$ cat src/rtl/zigbee_cordic_sched_if.sv
// Requester/response handshake and CORDIC operand/phase bundle for zigbee_cordic_sched.
// Lane i occupies [i*IQ_SIZE +: IQ_SIZE] of req_I/req_Q and [i*W_SIZE +: W_SIZE] of rsp_W.
interface zigbee_cordic_sched_if #(
  parameter int IQ_SIZE = 5,
  parameter int W_SIZE  = 6,
  parameter int N_REQ   = 2
);
  logic [N_REQ-1:0]         req_valid;
  logic [N_REQ-1:0]         req_ready;
  logic [N_REQ*IQ_SIZE-1:0] req_I;
  logic [N_REQ*IQ_SIZE-1:0] req_Q;
  logic [N_REQ-1:0]         rsp_valid;
  logic [N_REQ*W_SIZE-1:0]  rsp_W;
  logic [N_REQ-1:0]         rsp_ready;
  logic [IQ_SIZE-1:0]       cordic_Ibb;
  logic [IQ_SIZE-1:0]       cordic_Qbb;
  logic [W_SIZE-1:0]        cordic_Wout;
  logic                     busy;

  modport master (
    output req_valid, req_I, req_Q, rsp_ready, cordic_Wout,
    input  req_ready, rsp_valid, rsp_W, cordic_Ibb, cordic_Qbb, busy
  );

  modport slave (
    input  req_valid, req_I, req_Q, rsp_ready, cordic_Wout,
    output req_ready, rsp_valid, rsp_W, cordic_Ibb, cordic_Qbb, busy
  );
endinterface

$ cat src/rtl/zigbee_cordic_sched.sv
// Round-robin time-sharing of one CORDIC phase extractor between N_REQ requesters.
// A tag pipeline of CORDIC_LAT+1 stages routes each phase result back to its lane.
module zigbee_cordic_sched #(
  parameter int IQ_SIZE    = 5,
  parameter int W_SIZE     = 6,
  parameter int N_REQ      = 2,
  parameter int CORDIC_LAT = 0
) (
  input logic                  clk,
  input logic                  rst,
  zigbee_cordic_sched_if.slave bus
);
  localparam int PW    = (N_REQ > 1) ? $clog2(N_REQ) : 1;
  localparam int DEPTH = CORDIC_LAT + 1;
  localparam logic [PW-1:0] LAST_IDX = PW'(N_REQ - 1);

  logic [PW-1:0]      ptr_r;
  logic [N_REQ-1:0]   pend_r;
  logic [N_REQ-1:0]   pend_nxt_s;
  logic [N_REQ-1:0]   elig_s;
  logic [N_REQ-1:0]   grant_s;
  logic [N_REQ-1:0]   consume_s;
  logic               grant_any_s;
  logic               take_s;
  logic [PW-1:0]      gidx_s;
  logic [PW-1:0]      idx_s;
  logic [N_REQ-1:0]   rsp_valid_r;
  logic [W_SIZE-1:0]  rsp_w_r [N_REQ];
  logic [IQ_SIZE-1:0] ibb_r;
  logic [IQ_SIZE-1:0] qbb_r;
  logic               busy_r;
  logic [DEPTH-1:0]   tag_v_r;
  logic [PW-1:0]      tag_id_r [DEPTH];

  // A lane whose response is consumed this cycle stays ineligible until its flag clears.
  assign consume_s  = rsp_valid_r & bus.rsp_ready;
  assign elig_s     = bus.req_valid & ~pend_r;
  assign pend_nxt_s = (pend_r & ~consume_s) | grant_s;

  // Round-robin search upward from ptr_r with wrap; no grant while reset is asserted.
  always_comb begin
    grant_any_s = 1'b0;
    gidx_s      = '0;
    idx_s       = ptr_r;
    take_s      = 1'b0;
    grant_s     = '0;
    for (int k = 0; k < N_REQ; k++) begin
      take_s      = elig_s[idx_s] & ~grant_any_s & ~rst;
      gidx_s      = take_s ? idx_s : gidx_s;
      grant_any_s = grant_any_s | take_s;
      idx_s       = (idx_s == LAST_IDX) ? '0 : idx_s + PW'(1);
    end
    grant_s[gidx_s] = grant_any_s;
  end

  // Pointer, pending flags, busy and the CORDIC operand registers.
  always_ff @(posedge clk or posedge rst) begin
    if (rst) begin
      ptr_r  <= '0;
      pend_r <= '0;
      busy_r <= 1'b0;
      ibb_r  <= '0;
      qbb_r  <= '0;
    end else begin
      pend_r <= pend_nxt_s;
      busy_r <= |pend_nxt_s;
      if (grant_any_s) begin
        ptr_r <= (gidx_s == LAST_IDX) ? '0 : gidx_s + PW'(1);
        ibb_r <= bus.req_I[gidx_s*IQ_SIZE +: IQ_SIZE];
        qbb_r <= bus.req_Q[gidx_s*IQ_SIZE +: IQ_SIZE];
      end
    end
  end

  // Tag pipeline: one stage per cycle of CORDIC latency plus the operand register.
  always_ff @(posedge clk or posedge rst) begin
    if (rst) begin
      tag_v_r <= '0;
      for (int k = 0; k < DEPTH; k++) begin
        tag_id_r[k] <= '0;
      end
    end else begin
      tag_v_r[0]  <= grant_any_s;
      tag_id_r[0] <= gidx_s;
      for (int k = 1; k < DEPTH; k++) begin
        tag_v_r[k]  <= tag_v_r[k-1];
        tag_id_r[k] <= tag_id_r[k-1];
      end
    end
  end

  // Capture the phase into the tagged lane; pending ensures that lane is never still full.
  always_ff @(posedge clk or posedge rst) begin
    if (rst) begin
      rsp_valid_r <= '0;
      for (int i = 0; i < N_REQ; i++) begin
        rsp_w_r[i] <= '0;
      end
    end else begin
      for (int i = 0; i < N_REQ; i++) begin
        if (tag_v_r[DEPTH-1] && (tag_id_r[DEPTH-1] == PW'(i))) begin
          rsp_valid_r[i] <= 1'b1;
          rsp_w_r[i]     <= bus.cordic_Wout;
        end else if (consume_s[i]) begin
          rsp_valid_r[i] <= 1'b0;
        end
      end
    end
  end

  // Pack the per-lane result registers onto the response bus.
  always_comb begin
    bus.rsp_W = '0;
    for (int i = 0; i < N_REQ; i++) begin
      bus.rsp_W[i*W_SIZE +: W_SIZE] = rsp_w_r[i];
    end
  end

  assign bus.req_ready  = grant_s;
  assign bus.rsp_valid  = rsp_valid_r;
  assign bus.cordic_Ibb = ibb_r;
  assign bus.cordic_Qbb = qbb_r;
  assign bus.busy       = busy_r;
endmodule

$ cat src/flat_wrapper.sv
// flat-port wrapper written by rule: the top's interface ports become plain ports
module zigbee_cordic_sched_flat 
#(
  parameter int IQ_SIZE    = 5,
  parameter int W_SIZE     = 6,
  parameter int N_REQ      = 2,
  parameter int CORDIC_LAT = 0
)
  (clk, rst, bus_req_valid, bus_req_I, bus_req_Q, bus_rsp_ready, bus_cordic_Wout, bus_req_ready, bus_rsp_valid, bus_rsp_W, bus_cordic_Ibb, bus_cordic_Qbb, bus_busy);
  zigbee_cordic_sched_if #(.IQ_SIZE(IQ_SIZE), .W_SIZE(W_SIZE), .N_REQ(N_REQ)) bus_i ();
  input logic clk;
  input logic rst;
  input wire logic [$bits(bus_i.req_valid)-1:0] bus_req_valid;
  input wire logic [$bits(bus_i.req_I)-1:0] bus_req_I;
  input wire logic [$bits(bus_i.req_Q)-1:0] bus_req_Q;
  input wire logic [$bits(bus_i.rsp_ready)-1:0] bus_rsp_ready;
  input wire logic [$bits(bus_i.cordic_Wout)-1:0] bus_cordic_Wout;
  output wire logic [$bits(bus_i.req_ready)-1:0] bus_req_ready;
  output wire logic [$bits(bus_i.rsp_valid)-1:0] bus_rsp_valid;
  output wire logic [$bits(bus_i.rsp_W)-1:0] bus_rsp_W;
  output wire logic [$bits(bus_i.cordic_Ibb)-1:0] bus_cordic_Ibb;
  output wire logic [$bits(bus_i.cordic_Qbb)-1:0] bus_cordic_Qbb;
  output wire logic [$bits(bus_i.busy)-1:0] bus_busy;
  assign bus_i.req_valid = bus_req_valid;
  assign bus_i.req_I = bus_req_I;
  assign bus_i.req_Q = bus_req_Q;
  assign bus_i.rsp_ready = bus_rsp_ready;
  assign bus_i.cordic_Wout = bus_cordic_Wout;
  assign bus_req_ready = bus_i.req_ready;
  assign bus_rsp_valid = bus_i.rsp_valid;
  assign bus_rsp_W = bus_i.rsp_W;
  assign bus_cordic_Ibb = bus_i.cordic_Ibb;
  assign bus_cordic_Qbb = bus_i.cordic_Qbb;
  assign bus_busy = bus_i.busy;
  zigbee_cordic_sched #(.IQ_SIZE(IQ_SIZE), .W_SIZE(W_SIZE), .N_REQ(N_REQ), .CORDIC_LAT(CORDIC_LAT)) u_core (.clk(clk), .rst(rst), .bus(bus_i));
endmodule
$ cat config.mk
export PLATFORM = sky130hd
export DESIGN_NAME = zigbee_cordic_sched_flat
export DESIGN_NICKNAME = d
export VERILOG_FILES = /design/src/rtl/zigbee_cordic_sched_if.sv /design/src/rtl/zigbee_cordic_sched.sv /design/src/flat_wrapper.sv
export SDC_FILE = /design/constraint.sdc
export NUM_CORES = 1
export LEC_CHECK = 0
export ABC_AREA = 1
export BUFFER_PORTS_ARGS = -buffer_cell sky130_fd_sc_hd__buf_2
export CAP_MARGIN = 20
export CORE_MARGIN = 4
export CORE_UTILIZATION = 25
export CTS_CLUSTER_DIAMETER = 100
export DETAILED_ROUTE_END_ITERATION = 8
export PLACE_DENSITY = 0.57
export SLEW_MARGIN = 20
export SYNTH_ARGS = -nofsm -noshare
export SYNTH_HDL_FRONTEND = slang
export SYNTH_SLANG_ARGS = --single-unit
export TNS_END_PERCENT = 20
$ cat constraint.sdc
create_clock -name clk -period 1.1 [get_ports clk]
set_input_delay 0.055 -clock clk [delete_from_list [all_inputs] [get_ports clk]]
set_output_delay 0.055 -clock clk [all_outputs]
set_load 0.005 [all_outputs]
# --- After elaboration in Yosys (flattened, before gate mapping) ---
# Index checks and enable logic that the tools add are counted.
word_totals:
  register_bits: 30
  inputBits: 32
  out_inout_bits: 27
  word_cells: 54
classes:
  n_addsub: 2
  multipliers: 1
  n_lt_le_gt_ge: 4
  shift: 2
  muxes: 14
  bitwise_logic: 14
  reduce_logical: 6
ops:
  columns: ["cell", "count"]
  rows:
  - ["variable part select 10 x 5 -> 5 bit", 2]
  - ["two-way mux 1 bit", 13]
  - ["bitwise AND 2 bit", 4]
  - ["< comparator 1 x 2 -> 1 bit, second input constant", 3]
  - ["multiplier 1 x 3 -> 4 bit, second input constant", 1]
  - ["inverter 2 bit", 2]
  - ["nonzero test 2 bit", 2]
  - ["bitwise AND 1 bit", 3]
  - ["logical AND 1 bit", 3]
  - ["inverter 1 bit", 3]
  - ["adder 1 bit, second input constant", 2]
  - ["OR 2 bit", 1]
  - ["OR reduction 2 bit", 1]
  - ["demux 1 bit (select 1 bit)", 1]
  - ["greater-or-equal comparator 1 bit, second input constant", 1]
  - ["OR 1 bit", 1]

# --- Longest topological paths before layout ---
logic_depth:
  ltp_word: 16
  ltp_mapped: 7
  depth_no_buf: 7

# --- Least setup slack after synthesis ---
# Ideal clock, no wire load.
synth_path:
  kind: "input to register"
  startpoint: "input rst"
  endpoint: "register u_core.ibb_r[0], in the netlist u_core.bus.cordic_Ibb[0]"
  setup_ns: 0.124
  arrival_time_ns: 1.001
  required_ns: 0.976
  slack_ns: -0.026
  cell_stages: 7
  n_path_buf: 1
  cell_sequence: "inv_2 nand3_2 nand2_4 inv_2 buf_6 nand2_1 nand3_1"
synth_via:
  elab_chain_cells: 8
  word_cells_on_any_way: 10
  cone_classes: "mul: 1; shift: 1; mux: 2; bitwise: 6"
synth_lines:
  columns: ["element", "line_no", "text"]
  rows:
  - ["start: declaration", "flat_wrapper.sv:12", "input logic rst;"]
  - ["inverter 1 bit *", "zigbee_cordic_sched.sv:48", "take_s = elig_s[idx_s] & ~grant_any_s & ~rst;"]
  - ["bitwise AND 1 bit", "zigbee_cordic_sched.sv:48", null]
  - ["inverter 1 bit", "zigbee_cordic_sched.sv:48", null]
  - ["bitwise AND 1 bit (2 in a row)", "zigbee_cordic_sched.sv:48", null]
  - ["two-way mux 1 bit", "zigbee_cordic_sched.sv:49", "gidx_s = take_s ? idx_s : gidx_s;"]
  - ["multiplier 1 x 3 -> 4 bit", "zigbee_cordic_sched.sv:69", "ibb_r <= bus.req_I[gidx_s*IQ_SIZE +: IQ_SIZE];"]
  - ["variable part select 10 x 5 -> 5 bit", "zigbee_cordic_sched.sv:69", null]
  - ["end signal: assignment", "zigbee_cordic_sched.sv:69", null]
  - ["end: declaration", "zigbee_cordic_sched.sv:29", "logic [IQ_SIZE-1:0] ibb_r;"]
# Mark *: on every way between the ends. The rest lies on a longest branch, timed or not.
# A chain may end at the register's enable or synchronous reset.

# --- Worst setup path after layout ---
layout_path:
  startpoint: "register u_core.pend_r[1]"
  endpoint: "output bus_req_ready[0]"
layout_via:
  elab_chain_cells: 14
  word_cells_on_any_way: 19
  cone_classes: "order compare: 2; mux: 8; bitwise: 8; reduce/logical: 1"
layout_lines:
  columns: ["element", "line_no", "text"]
  rows:
  - ["start: declaration", "zigbee_cordic_sched.sv:18", "logic [N_REQ-1:0] pend_r;"]
  - ["start signal: assignment", "zigbee_cordic_sched.sv:65", "pend_r <= pend_nxt_s;"]
  - ["inverter 2 bit *", "zigbee_cordic_sched.sv:37", "assign elig_s = bus.req_valid & ~pend_r;"]
  - ["bitwise AND 2 bit *", "zigbee_cordic_sched.sv:37", null]
  - ["two-way mux 1 bit (not written as such) (2 in a row)", "zigbee_cordic_sched.sv:48", null]
  - ["bitwise AND 1 bit", "zigbee_cordic_sched.sv:48", null]
  - ["inverter 1 bit", "zigbee_cordic_sched.sv:48", null]
  - ["bitwise AND 1 bit (2 in a row)", "zigbee_cordic_sched.sv:48", null]
  - ["two-way mux 1 bit", "zigbee_cordic_sched.sv:49", null]
  - ["< comparator 1 x 2 -> 1 bit (not written as such) or greater-or-equal comparator 1 bit (tied branches)", "zigbee_cordic_sched.sv:53", "grant_s[gidx_s] = grant_any_s;"]
  - ["logical AND 1 bit (not written as such)", "zigbee_cordic_sched.sv:53", null]
  - ["two-way mux 1 bit (not written as such)", "zigbee_cordic_sched.sv:53", null]
  - ["demux 1 bit (select 1 bit)", null, null]
  - ["bitwise AND 2 bit (no line) *", null, null]
  - ["end: declaration", "flat_wrapper.sv:18", "output wire logic [$bits(bus_i.req_ready)-1:0] bus_req_ready;"]
# Mark *: on every way between the ends. The rest lies on a longest branch, timed or not. The select of a mux whose other input is x is not followed.

==> reports/metrics.yaml <==
status: "finished with violations"
violations: "negative setup slack"
coreArea_um2: 5110
die_area_um2: 6480
synth_seq_cells: 30
clk_path_buf_depth: 2
rsz0062_at_grt: "yes"
hold_viol: 0
synth_cell_types: 15
hold_class: "primary input to flip-flop"
crit_slowest_cell: "dfrtp_1"
synthesis.area_um2: 1320
cpPeakStageDelay_ps: 390
endpoint_kind: "primary output"
fin_crit_sh_pct: 116
ant_nets: 0
slew_headroom_pct: 76.7
yosysSeqAreaShare_pct: 57.1
p_per_area_nw_per_um2: 2280
clock_power_share_pct: 24.5
grt_pass1_wl_um: 5440
fp-row-count: 26
ff2ff_path_depth: 8
worstPathArrival_ps: 1220
cpLargestDelayFamily: "flip-flops"
pwr-share-comb_pct: 33.7
p_seq_share_pct: 41.8
first_iter_violations: 44
ios: 59
setup_tns_ps: -1270
final_util_pct: 37.7
period_minus_slack_ps: 1270
tritoncts: "built"
wl_um: 3270
synth_nets: 180
diodes: 0
cp.depth: 7
die_w_um: 80.5
clock-sinks: 30
slew_violations: 0
dr_total_vias: 1183
clk_latency_ps: 270
drive_above_1_share_pct: 38.8
drcViolationCount: 0
hpwl_um: 2390
chipHeight_um: 80.5
max_freq_mhz: 786
grt_pass1_vias: 1200
grt_max_degree: 28
viasPerCell: 4.02
fillers: 535
grtUsageTotal_pct: 11.3
path_clk_slew_ps: 70
p_leak_nw: 1.05
htreeDepth: 2
ys.warnings.count: 0
start_util_pct: 25.7
crit_buf_inv: 3
crit_type: "flip-flop to primary output"
cp.required_ps: 1040
dr.pass1.iters: 4
hold_slack_ps: 12.5
port_buffers: 58
max_cap_violations: 0
syn_area_per_cell_um2: 8.89
crit_chain: "inv_2 > nand2_2 > nor2_4 > nand2_4 > nand2_4 > inv_2 > buf_6"
cts_buffers: 5
holdPathStages: 3
antenna_found_initial: 0
power.switching_w: 0.00141
switching_share_pct: 32.1
cp_max_fo: 3
seq_area_um2: 751
worst_pin_slew_ps: 349
intPower_w: 0.00298
fin_nets: 255
cp-start-kind: "flip-flop"
gp_congestion: 0.748
design_area_um2: 1930
setup_viol: 13
clock-root-buffer: "clkbuf_8"
multi_input_area_um2: 438
fin_ws_ps: -173
placed_area_um2: 1700
wire_per_inst_um: 11.1
grt-ovfl-total: 0
netlist_instances: 148
peakVddDrop_uv: 767
area_delta_synth_final_pct: 46.4
skew_ps: 8.24
-- worst register-to-register path, delay by kind of cell (launching register included) --
kind                   cells  cell delay (ps)
buffers and inverters      3              370
AND/OR/NAND/NOR            5              400
flip-flops                 1              390
-- state kept, by name, indices dropped and copies added, names as in the netlist --
| name | count |
|---|---|
| u_core.bus.cordic_Qbb | 5 |
| u_core.bus.cordic_Ibb | 5 |
| u_core.bus.rsp_valid | 2 |
| u_core.tag_id_r | 1 |
| u_core.bus.rsp_W | 12 |
| u_core.bus.busy | 1 |
| u_core.ptr_r | 1 |
| u_core.tag_v_r | 1 |
| u_core.pend_r | 2 |
-- repair_timing --
action	in CTS	in global routing
pin swaps	1	3
setup buffers	1	1
hold buffers	9	0
setup endpoints to repair	8	24
gates resized for setup	1	5
hold endpoints to repair	38	0
-- final cells by class --
class / instances / share of cell area [%]
Clock buffer: 7 / 3.96
Inverter: 25 / 5.13
Tap cell: 70 / 4.55
Clock inverter: 1 / 1.56
Multi-Input combinational cell: 88 / 22.7
Sequential cell: 30 / 39.0
Timing Repair Buffer: 73 / 23.1
-- cells in the final DEF, fill, tap and decap left out, drive strengths merged --
master	count
buf	64
inv	25
nor2	1
dlygate4sd3	9
bufinv	1
dfrtp	30
nand3	23
o21ai	15
nand2	48
clkbuf	7
nand4	1
-- power by group through the flow --
| stage | sequential, W | combinational [W] | clock [W] |
|---|---|---|---|
| 6_report | 0.00183 | 0.00148 | 0.00107 |
| 4_1_cts | 0.00183 | 0.00149 | 0.00111 |
| 3_5_place_dp | 0.00184 | 0.00146 | 0 |
| 3_3_place_gp | 0.00185 | 0.00141 | 0 |
| 5_1_grt | 0.00191 | 0.00171 | 0.00118 |
| 2_1_floorplan | 0.00189 | 0.000717 | 0 |
-- per-stage QoR --
stage,setup slack [ps],power [W],cells
after floorplan,32.5,0.00260,148
after global placement,8.18,0.00327,275
after detailed placement,-20.2,0.00329,275
after CTS,-183,0.00443,293
after global routing,-254,0.00480,294
final,-173,0.00438,294
-- metal layers --
metal	global-route usage [%]	part of all wire [%]	vias to the layer above
met2	16.6	42	50
met4	3.55	0.70	0
met1	14.4	48	522
li1	-	-	607
met5	0	0	-
met3	5.72	9.7	4
-- cell families after synthesis --
logic type,share of synthesized area [%]
buffers and inverters,10.4
DFF,57.1
AOI/OAI and AO/OA,5.71
and+or+nand+nor,26.8
-- Yosys cell counts, drive strengths merged --
cell	count	area (um2)
clkbuf	1	3.75
inv	25	93.8
dfrtp	30	751
o21ai	15	75.1
nand3	23	135
nand2	48	200
nand4	1	6.26
buf	4	38.8
nor2	1	11.3
-- path summary, 6_finish.rpt --
kind / from / to / slack [ps]
setup / recovery: u_core.pend_r[1] / bus_req_ready[0] / -170
min in group asynchronous: rst / u_core.bus.cordic_Qbb[3] / 260
max in group asynchronous: rst / u_core.bus.rsp_valid[1] / 240
setup reg to reg: u_core.pend_r[1] / u_core.bus.cordic_Ibb[3] / -120
hold reg to reg: u_core.bus.rsp_W[10] / u_core.bus.rsp_W[10] / 480
hold / removal: bus_req_I[0] / u_core.bus.cordic_Ibb[0] / 10
Power figures use the tool's default switching activity.
